$ cat config.mk
export PLATFORM = sky130hd
export DESIGN_NAME = alu_arbiter
export DESIGN_NICKNAME = d
export VERILOG_FILES = /design/src/rtl/alu_pkg.sv /design/src/rtl/alu64.sv /design/src/rtl/rr_arb.sv /design/src/rtl/alu_arbiter.sv
export SDC_FILE = /design/constraint.sdc
export NUM_CORES = 1
export LEC_CHECK = 0
export CAP_MARGIN = 20
export CORE_ASPECT_RATIO = 1.1
export CORE_UTILIZATION = 40
export DETAILED_ROUTE_END_ITERATION = 7
export GPL_TIMING_DRIVEN = 0
export PLACE_DENSITY = 0.76
export SYNTH_ARGS = -nofsm -noshare
export SYNTH_HDL_FRONTEND = slang
export SYNTH_SLANG_ARGS = --single-unit
$ cat constraint.sdc
create_clock -name clk -period 5.9 [get_ports clk]
set_clock_uncertainty 0.05 [all_clocks]
set_input_delay 0.59 -clock clk [delete_from_list [all_inputs] [get_ports clk]]
set_output_delay 0.59 -clock clk [all_outputs]
set_load 0.02 [all_outputs]
$ cat src/rtl/alu_pkg.sv
`default_nettype none
// ============================================================================
// Module      : alu_pkg
// Description : Shared ALU op codes, arbiter state type and op classification
//               helpers for the alu_arbiter slice.
// Revision    : 1.0 - initial release
// ============================================================================
package alu_pkg;

    localparam logic [2:0] ALU_PASS_B   = 3'b000;
    localparam logic [2:0] ALU_ADD      = 3'b010;
    localparam logic [2:0] ALU_SUBTRACT = 3'b011;
    localparam logic [2:0] ALU_AND      = 3'b100;
    localparam logic [2:0] ALU_OR       = 3'b101;
    localparam logic [2:0] ALU_XOR      = 3'b110;

    typedef enum logic [1:0] {
        IDLE = 2'd0,
        EXEC = 2'd1,
        RESP = 2'd2
    } arb_state_t;

    // Codes 001 and 111 have no ALU meaning.
    function automatic logic op_is_legal(input logic [2:0] op);
        return !((op == 3'b001) || (op == 3'b111));
    endfunction

    // Only ADD/SUB produce meaningful carry and overflow.
    function automatic logic op_is_arith(input logic [2:0] op);
        return (op == ALU_ADD) || (op == ALU_SUBTRACT);
    endfunction

endpackage
`default_nettype wire

$ cat src/rtl/alu64.sv
`default_nettype none
// ============================================================================
// Module      : alu64
// Description : Combinational 64-bit ALU with carry-in, carry-out and group
//               propagate/generate outputs.
// Revision    : 1.0 - initial release
// ============================================================================
module alu64
    import alu_pkg::*;
(
    input  logic [63:0] a,
    input  logic [63:0] b,
    input  logic [2:0]  ctrl,
    input  logic        cIn,
    output logic [63:0] result,
    output logic        cout,
    output logic        pg,
    output logic        gg
);

    logic [63:0] b_eff;
    logic [64:0] sum;
    logic [64:0] sum_no_cin;

    // Adder datapath; subtraction is a + ~b with the carry-in supplying the +1.
    always_comb begin
        b_eff      = (ctrl == ALU_SUBTRACT) ? ~b : b;
        sum        = {1'b0, a} + {1'b0, b_eff} + {64'd0, cIn};
        sum_no_cin = {1'b0, a} + {1'b0, b_eff};
        pg         = &(a ^ b_eff);
        gg         = sum_no_cin[64];
    end

    // Result select; carry-out only reported for the adder ops.
    always_comb begin
        result = '0;
        cout   = 1'b0;
        case (ctrl)
            ALU_PASS_B:   result = b;
            ALU_ADD,
            ALU_SUBTRACT: begin
                result = sum[63:0];
                cout   = sum[64];
            end
            ALU_AND:      result = a & b;
            ALU_OR:       result = a | b;
            ALU_XOR:      result = a ^ b;
            default:      result = '0;
        endcase
    end

endmodule
`default_nettype wire

$ cat src/rtl/rr_arb.sv
`default_nettype none
// ============================================================================
// Module      : rr_arb
// Description : Combinational round-robin picker. Searches upward from ptr
//               (wrapping) and returns the first requester as one-hot grant
//               plus its binary index.
// Revision    : 1.0 - initial release
// ============================================================================
module rr_arb #(
    parameter int N  = 2,
    parameter int IW = (N > 1) ? $clog2(N) : 1
) (
    input  logic [N-1:0]  req,
    input  logic [IW-1:0] ptr,
    output logic [N-1:0]  grant,
    output logic [IW-1:0] idx
);

    logic          found;
    logic [IW-1:0] cand;

    // First requesting index at or after ptr wins.
    always_comb begin
        grant = '0;
        idx   = '0;
        found = 1'b0;
        cand  = '0;
        for (int k = 0; k < N; k++) begin
            cand = IW'((int'(ptr) + k) % N);
            if (!found && req[cand]) begin
                found       = 1'b1;
                grant[cand] = 1'b1;
                idx         = cand;
            end
        end
    end

endmodule
`default_nettype wire

$ cat src/rtl/alu_arbiter.sv
`default_nettype none
// ============================================================================
// Module      : alu_arbiter
// Description : Round-robin sharing of one alu64 between N_REQ requesters.
//               IDLE accepts one request, EXEC runs the ALU on the latched
//               operands, RESP holds the registered result until the granted
//               requester takes it.
// Revision    : 1.0 - initial release
// ============================================================================
module alu_arbiter
    import alu_pkg::*;
#(
    parameter int N_REQ = 2
) (
    input  logic                 clk,
    input  logic                 reset_n,
    input  logic [N_REQ-1:0]     req_valid,
    output logic [N_REQ-1:0]     req_ready,
    input  logic [N_REQ*64-1:0]  req_a,
    input  logic [N_REQ*64-1:0]  req_b,
    input  logic [N_REQ*3-1:0]   req_ctrl,
    output logic [N_REQ-1:0]     resp_valid,
    input  logic [N_REQ-1:0]     resp_ready,
    output logic [63:0]          resp_data,
    output logic                 resp_cout,
    output logic                 resp_zero,
    output logic                 resp_neg,
    output logic                 resp_ovf,
    output logic                 resp_err
);

    localparam int IW = (N_REQ > 1) ? $clog2(N_REQ) : 1;

    arb_state_t    state;
    arb_state_t    state_next;
    logic [IW-1:0] ptr;
    logic [IW-1:0] g;
    logic [N_REQ-1:0] grant;
    logic [IW-1:0] idx;
    logic          accept;
    logic          resp_done;

    logic [63:0]   sel_a;
    logic [63:0]   sel_b;
    logic [2:0]    sel_ctrl;

    logic [63:0]   a_q;
    logic [63:0]   b_q;
    logic [2:0]    ctrl_q;

    logic [63:0]   alu_result;
    logic          alu_cout;
    logic          pg_unused;
    logic          gg_unused;

    logic [63:0]   b_eff;
    logic          op_legal;
    logic          op_arith;

    rr_arb #(
        .N  (N_REQ),
        .IW (IW)
    ) u_rr_arb (
        .req   (req_valid),
        .ptr   (ptr),
        .grant (grant),
        .idx   (idx)
    );

    // Grant is only visible while idle; acceptance is any granted bit.
    assign req_ready = (state == IDLE) ? grant : '0;
    assign accept    = |req_ready;

    generate
        for (genvar i = 0; i < N_REQ; i++) begin : g_resp_valid
            assign resp_valid[i] = (state == RESP) && (g == IW'(i));
        end
    endgenerate

    // resp_ready on a non-granted index is masked out by resp_valid.
    assign resp_done = |(resp_valid & resp_ready);

    // One-hot operand mux driven by the arbiter grant.
    always_comb begin
        sel_a    = '0;
        sel_b    = '0;
        sel_ctrl = '0;
        for (int i = 0; i < N_REQ; i++) begin
            if (grant[i]) begin
                sel_a    = req_a[i*64 +: 64];
                sel_b    = req_b[i*64 +: 64];
                sel_ctrl = req_ctrl[i*3 +: 3];
            end
        end
    end

    // FSM state register.
    always_ff @(posedge clk or negedge reset_n) begin
        if (!reset_n) begin
            state <= IDLE;
        end else begin
            state <= state_next;
        end
    end

    // FSM next-state logic.
    always_comb begin
        state_next = state;
        case (state)
            IDLE:    if (|req_valid) state_next = EXEC;
            EXEC:    state_next = RESP;
            RESP:    if (resp_done) state_next = IDLE;
            default: state_next = IDLE;
        endcase
    end

    // Latch the winner's operands and advance the round-robin pointer.
    always_ff @(posedge clk or negedge reset_n) begin
        if (!reset_n) begin
            a_q    <= '0;
            b_q    <= '0;
            ctrl_q <= '0;
            g      <= '0;
            ptr    <= '0;
        end else if (accept) begin
            a_q    <= sel_a;
            b_q    <= sel_b;
            ctrl_q <= sel_ctrl;
            g      <= idx;
            ptr    <= (idx == IW'(N_REQ - 1)) ? '0 : idx + IW'(1);
        end
    end

    alu64 u_alu64 (
        .a      (a_q),
        .b      (b_q),
        .ctrl   (ctrl_q),
        .cIn    (ctrl_q[0]),
        .result (alu_result),
        .cout   (alu_cout),
        .pg     (pg_unused),
        .gg     (gg_unused)
    );

    // Op classification and the effective second operand for overflow.
    always_comb begin
        op_legal = op_is_legal(ctrl_q);
        op_arith = op_is_arith(ctrl_q);
        b_eff    = (ctrl_q == ALU_SUBTRACT) ? ~b_q : b_q;
    end

    // Register result and flags at the end of EXEC; held through RESP.
    always_ff @(posedge clk or negedge reset_n) begin
        if (!reset_n) begin
            resp_data <= '0;
            resp_cout <= 1'b0;
            resp_zero <= 1'b0;
            resp_neg  <= 1'b0;
            resp_ovf  <= 1'b0;
            resp_err  <= 1'b0;
        end else if (state == EXEC) begin
            if (!op_legal) begin
                resp_data <= '0;
                resp_cout <= 1'b0;
                resp_zero <= 1'b0;
                resp_neg  <= 1'b0;
                resp_ovf  <= 1'b0;
                resp_err  <= 1'b1;
            end else begin
                resp_data <= alu_result;
                resp_cout <= op_arith & alu_cout;
                resp_zero <= (alu_result == 64'd0);
                resp_neg  <= alu_result[63];
                resp_ovf  <= op_arith & (a_q[63] == b_eff[63]) &
                             (alu_result[63] != a_q[63]);
                resp_err  <= 1'b0;
            end
        end
    end

endmodule
`default_nettype wire

==> qor.yml <==
outcome:
  outcome: "complete, no violations"
setup_path:
  crit_type: "flop to flop"
  cpMaxStageDelayCell: "or4_4"
  start_kind: "flop"
  reg2regPathDepth: 23
  crit_required_ns: 6.36
  critPathArrivalTime_ns: 6.24
  critPathMaxFanout: 15
  worst_setup_path_end_kind: "flop"
  max_stage_delay_ns: 0.61
  path_cells: "buf_6 > nor2b_4 > clkbuf_16 > buf_12 > buf_16 > buf_16 > nand2_8 > clkbuf_16 > xnor2_1 > fa_2 > fa_2 > nand2b_4 > a21oi_4 > a221oi_4 > and3_4 > o31ai_4 > o2111ai_2 > a211o_1 > nor4_4 > nand4_1 > or4_4 > nor4_4 > a21o_1"
timing:
  fin_ws_ns: 0.1224
  max_slew_margin_pct: 16.02
  slew_violations: 0
  rsz0062_at_grt: "no"
  setup_viol: 0
  max_freq_mhz: 173.1
  hold_viol_final: 0
  fin_crit_sh_pct: 97.93
  fin_setup_tns_ns: 0
  finalCriticalPeriod_ns: 5.778
  tightest_slew_ns: 1.260
synthesis:
  synth_xor_area_share_pct: 5.835
  synth-simple-area-share_pct: 11.16
  synth-main-ff-cell: "dfrtp_1"
  yosys-mux-area-fraction_pct: 1.331
  ys_seq_elements: 203
  async_flop_share_pct: 100.0
  yosys_warnings: 0
  synth_fa_ha_area_share_pct: 14.20
  synth_cell_types: 80
  synth_top_family_by_area: "compound AO/OA/AOI/OAI gates"
  synth_edf_count: 0
  netlist_area_mm2: 0.01711
  syn-mean-instance-area_um2: 8.455
  ys_seq_area_share_pct: 29.68
  synthesis.nets: 2485
  synthCells: 2024
  synth-compound-area-share_pct: 30.94
cells_and_area:
  final_cell_mix: "clkdlybuf4s50_1, a21oi_1, dfrtp_1"
  fillers: 3939
  drive_gt1_share_pct: 8.868
  nets: 2893
  syn_to_final_growth_pct: 34.66
  final_common_cell: "clkdlybuf4s50_1"
floorplanning:
  row_count: 79
  core_area_mm2: 0.04221
  die_x_um: 199.2
  die-area_mm2: 0.04361
  ios: 341
  die_h_um: 218.9
  initial_core_util_pct: 40.54
global_route:
  gr-total-overflow: 0
  grt_usage_pct: 37.36
  grt_pass1_wl_mm: 118.7
  grt_pass1_vias: 18544
  grt_start_max_net_pins: 119
  antenna_found_initial: 3
clocking:
  clk_pin_slew_ns: 0.06
  cts_tree: "done"
  clock-sinks: 203
  clockBufferDepth: 3
  htreeDepth: 1
  cts_made_buffers: 25
  cts-root-buf: "clkbuf_16"
  clk_latency_ns: 0.57
route:
  viasPerCell: 6.205
  ant_nets: 0
  drc: 0
  wl_per_cell_um: 27.35
  route.vias.total: 18707
  first_iter_violations: 1522
  wirelength_mm: 82.45
  drtPass1Iterations: 5
job:
  maxCapViolations: 0
placement:
  io_buffers: 340
  pre_cts_ws_ns: -3.861
  gp_congestion: 0.9925
  dp_hpwl_mm: 64.79
hold_path:
  min_delay_path_depth: 2
  hp-class: "flop to flop"
==> registers in the layout, indices dropped and copies added, names as in the netlist <==
signal,cells
resp_ovf,1
b_q,64
ptr,1
resp_zero,1
ctrl_q,3
resp_data,64
g,1
state,2
resp_err,1
resp_cout,1
a_q,64
==> stage by stage <==
stage / cell area (µm²) / utilization, % / instances / hold slack, ns
4_1_cts: 22860 / 54.15 / 3005 / 0.4314
5_1_grt: 23040 / 54.59 / 3014 / 0.4485
3_3_place_gp: 21230 / 50.31 / 2931 / 0.4140
3_5_place_dp: 21470 / 50.87 / 2945 / 0.4187
6_report: 23040 / 54.60 / 3015 / 0.4279
2_1_floorplan: 17120 / - / 2024 / 0.2444
==> final timing paths <==
kind	from	end	slack, ns
max in group asynchronous	reset_n	ctrl_q[1]	4.08
max reg2reg	ctrl_q[2]	resp_zero	0.12
min	resp_ovf	resp_ovf	0.43
min reg2reg	resp_ovf	resp_ovf	0.43
min in group asynchronous	reset_n	b_q[40]	0.58
max	ctrl_q[2]	resp_zero	0.12
==> critical path, delay by kind of cell (launching register included) <==
kind	cells	cell delay [ns]
AO/OA/AOI/OAI	6	1.36
XOR/XNOR	1	0.15
adder cells (fa/ha/maj)	2	0.80
buffers and inverters	6	0.90
flip-flops	1	0.40
AND/OR/NAND/NOR	8	2.02
==> what timing repair did <==
action / in CTS / in global routing
hold endpoints to repair: 13 / 0
endpoints found under the setup margin: 67 / 1
hold buffers: 1 / 0
cloned: 0 / 0
buffers inserted: 20 / 14
resized for setup: 88 / 24
pin swaps: 15 / 13
==> metal layers <==
layer / share of wire [%] / global-route usage, % / up-vias / routed length, µm
li1: - / - / 8348 / -
met1: 40 / 45.44 / 9276 / 33000
met2: 47 / 63.18 / 889 / 39050
met3: 6.7 / 5.256 / 194 / 5528
met4: 5.9 / 20.72 / 0 / 4874
met5: 0 / 0 / - / 0
==> kinds of logic after synthesis <==
| family | Yosys count |
|---|---|
| muxes | 21 |
| and+or+nand+nor | 411 |
| adders and majority gates | 193 |
| AOI/OAI and AO/OA | 790 |
| buffers and inverters | 292 |
| DFF | 203 |
| xor gates and xnor gates | 114 |
==> cell type report <==
class                           count  area (µm²)  share of cell area (%)
Multi-Input combinational cell   1529       11210                   48.65
Clock inverter                      9       112.6                  0.4887
Inverter                          148       555.5                   2.411
Clock buffer                       33       695.7                   3.019
Antenna cell                        1       2.502                 0.01086
Timing Repair Buffer              389        3936                   17.08
Tap cell                          567       709.4                   3.079
Buffer                            136       740.7                   3.214
Sequential cell                   203        5081                   22.05
==> Yosys cell counts (13+ instances only) <==
cell type | n | area, µm²
a21oi_1 | 266 | 1331
dfrtp_1 | 203 | 5080
ha_1 | 191 | 2390
nand2_1 | 170 | 638.1
inv_1 | 148 | 555.5
a221oi_1 | 138 | 1209
clkbuf_1 | 100 | 375.4
o21ai_0 | 100 | 500.5
nor2_1 | 97 | 364.1
xnor2_1 | 90 | 788.3
a22oi_1 | 53 | 397.9
o211ai_1 | 49 | 367.9
nand4_1 | 40 | 250.2
buf_2 | 27 | 135.1
xor2_1 | 24 | 210.2
o21ai_1 | 22 | 110.1
nor3_1 | 20 | 100.1
a21o_1 | 16 | 120.1
nand3_1 | 16 | 80.08
a22o_1 | 15 | 131.4
mux2_2 | 14 | 157.7
a211oi_1 | 13 | 97.59
nor4_1 | 13 | 81.33
Power is not shown: default switching activity piles up to over one toggle a cycle in this logic, so the estimate is an artifact.
==> edit (config.mk and constraints unchanged) <==
Register the output `resp_ovf` once more, with the module's reset; this adds one clock of latency there. The other outputs are not delayed to match.
--- a/src/rtl/alu_arbiter.sv
+++ b/src/rtl/alu_arbiter.sv
@@ -30,6 +30,8 @@
 );
 
     localparam int IW = (N_REQ > 1) ? $clog2(N_REQ) : 1;
+
+    logic resp_ovf_s0;
 
     arb_state_t    state;
     arb_state_t    state_next;
@@ -156,7 +158,7 @@
             resp_cout <= 1'b0;
             resp_zero <= 1'b0;
             resp_neg  <= 1'b0;
-            resp_ovf  <= 1'b0;
+            resp_ovf_s0 <= 1'b0;
             resp_err  <= 1'b0;
         end else if (state == EXEC) begin
             if (!op_legal) begin
@@ -164,20 +166,28 @@
                 resp_cout <= 1'b0;
                 resp_zero <= 1'b0;
                 resp_neg  <= 1'b0;
-                resp_ovf  <= 1'b0;
+                resp_ovf_s0 <= 1'b0;
                 resp_err  <= 1'b1;
             end else begin
                 resp_data <= alu_result;
                 resp_cout <= op_arith & alu_cout;
                 resp_zero <= (alu_result == 64'd0);
                 resp_neg  <= alu_result[63];
-                resp_ovf  <= op_arith & (a_q[63] == b_eff[63]) &
+                resp_ovf_s0 <= op_arith & (a_q[63] == b_eff[63]) &
                              (alu_result[63] != a_q[63]);
                 resp_err  <= 1'b0;
             end
         end
     end
 
+    always_ff @(posedge clk or negedge reset_n) begin
+        if (!reset_n) begin
+            resp_ovf <= '0;
+        end else begin
+            resp_ovf <= resp_ovf_s0;
+        end
+    end
+
 endmodule
 `default_nettype wire
 
Behaviour: not the same (a bounded check fails within 4 cycles, from zero or initial values and one cycle with reset_n low).
==> edit against the unedited design <==
Critical path depth increased by 1. Wire length decreased by 0.90%. Final cell count unchanged. Fmax decreased by 0.55%. Area after synthesis increased by 0.14%. Setup slack got worse by 32 ps. Global-route usage decreased by 0.40 points. Final area increased by 0.37%. Hold slack got worse by 94 ps. Sequential cell count increased by 1.
Power is left out: the tool's default activity adds up to more than one toggle a clock period on the data nets, which glitch-free logic cannot reach.
==> edit: results (changes against the unedited design) <==
| Metric | Value |
|---|---|
| Post-DR vias/cell | `6.16 (-0.69%)` |
| Hold Path Depth | `0 (-2)` |
| Netlist cell types | `80 (unchanged)` |
| Number of global-route vias before repair | `18600 (+0.059%)` |
| Worst Max-Slew Pin Slew | `1210 ps (-46.6 ps)` |
| Synth top area share | `29.8% (+0.10 points)` |
| Clock Tree Buf Depth | `3 (unchanged)` |
| Cells after Synth | `2025 (+0.049%)` |
| Slowest CP cell | `or4_4` |
| WL/cell | `27.1 um (-0.90%)` |
| RR Endpoint | `resp_zero` |
| Initial antenna violation count | `2 (-1)` |
| Layout cell share with drive strength beyond 1 | `9.19% (+0.32 points)` |
| Sequential area share after synthesis | `29.8% (+0.10 points)` |
| Top sig layer | `met5` |
| RR Startpoint | `ctrl_q[1]` |
| Grt met3 use | `5.35% (+0.092 points)` |
| WL met2 | `38600 um (-1.1%)` |
| WP data arrival | `6270 ps (+30 ps)` |
| Cts bufs inserted | `24 (-4.0%)` |
| Port Buffers | `340 (unchanged)` |
| Min-delay src | `resp_ovf_s0` |
| Total track usage | `37.0% (-0.40 points)` |
| Non-Filler Instances | `3015 (unchanged)` |
| Placed Area | `21500 um^2 (+0.27%)` |
| Post-synthesis net count | `2486 (+0.040%)` |
| Top cells by area, synth | `dfrtp_1, ha_1, a21oi_1` |
| Gpl congestion | `1.01 (+1.3%)` |
| Worst R2R Path Depth | `24 (+4.3%)` |
| Critical path peak fanout | `8 (-7)` |
| FF-to-FF setup slack | `90 ps (-30 ps)` |
| Grt met2 use | `62.8% (-0.35 points)` |
| Wire length on met1 | `32900 um (-0.20%)` |
| Initial DRC count | `1664 (+9.3%)` |
| Met3 Wirelength | `5470 um (-1.0%)` |
| Placed Cells | `2946 (+0.034%)` |
| CP delay by family, top | `simple AND/OR/NAND/NOR gates` |
| Hpwl dp | `64800 um (about the same)` |
| First-pass GRT wire length | `118000 um (-0.48%)` |
| Total Nets Final | `2892 (-0.035%)` |
| GRT met1 Usage | `45.5% (+0.096 points)` |
| Commonest cells post-synth | `a21oi_1, dfrtp_1, ha_1, nand2_1, inv_1` |
| Status | `finished, final reports clean` |
| Largest net degree at the start of global routing | `72 (-39%)` |
| Ant. Diodes | `0 (-1)` |
| Worst Hold End | `resp_ovf` |
| Pre-antenna DRT Iters | `6 (+1)` |
edit: changes by cell type in the layout (fill, tap and decap cells not counted), moves of 2 or more:
cell      before  now
a21oi_1      255  247
a21oi_2       15   22
ha_1         189  185
buf_1          5    3
a211oi_1      10    8
ha_2           2    6
clkbuf_1      90   96
o21ai_2        3    1
clkinv_2       2    5
inv_6          3    0
edit: kinds of logic after synthesis:
logic type	Yosys count	synth area share, %
muxes	21	1.33
and+or+nand+nor	411	11.1
AOI/OAI and AO/OA	790	30.9
adders and majority gates	193	14.2
buffers and inverters	292	6.84
DFF	204	29.8
xor gates and xnor gates	114	5.83
edit: area by class of cell:
| type | count | area, um^2 |
|---|---|---|
| plain buffers | 137 | 726 |
| clock buffers | 32 | 661 |
| clock inverters | 11 | 126 |
| fillers | 4015 | 19200 |
| inverters | 148 | 556 |
| multi-input cells | 1529 | 11300 |
| flip-flops and latches | 204 | 5110 |
| well taps | 567 | 709 |
| repair buffers | 387 | 3930 |
edit: through the flow:
step | setup slack (ps) | setup TNS, ps | hold slack, ps
after floorplan | 37.3 | 0 | 244
after global placement | -4420 | -1012470 | 312
after detailed placement | -3760 | -115390 | 325
after CTS | 4.34 | 0 | 338
after global routing | 35.0 | 0 | 351
final | 90.6 | 0 | 334
edit: timing repair:
item | CTS | global route
endpoints found under the hold margin | 70 | 0
buffers inserted | 15 | 16
resized for setup | 84 | 48
pin swaps | 13 | 22
cloned | 1 | 0
endpoints found under the setup margin | 66 | 1
hold buffers | 1 | 0
edit: worst max-delay path by stage:
stage,end,startpoint
floorplan,resp_zero,ctrl_q[1]
global placement,a_q[3],reset_n
detailed placement,resp_zero,ctrl_q[1]
CTS,resp_zero,ctrl_q[1]
global route,resp_zero,ctrl_q[2]
finish,resp_zero,ctrl_q[1]
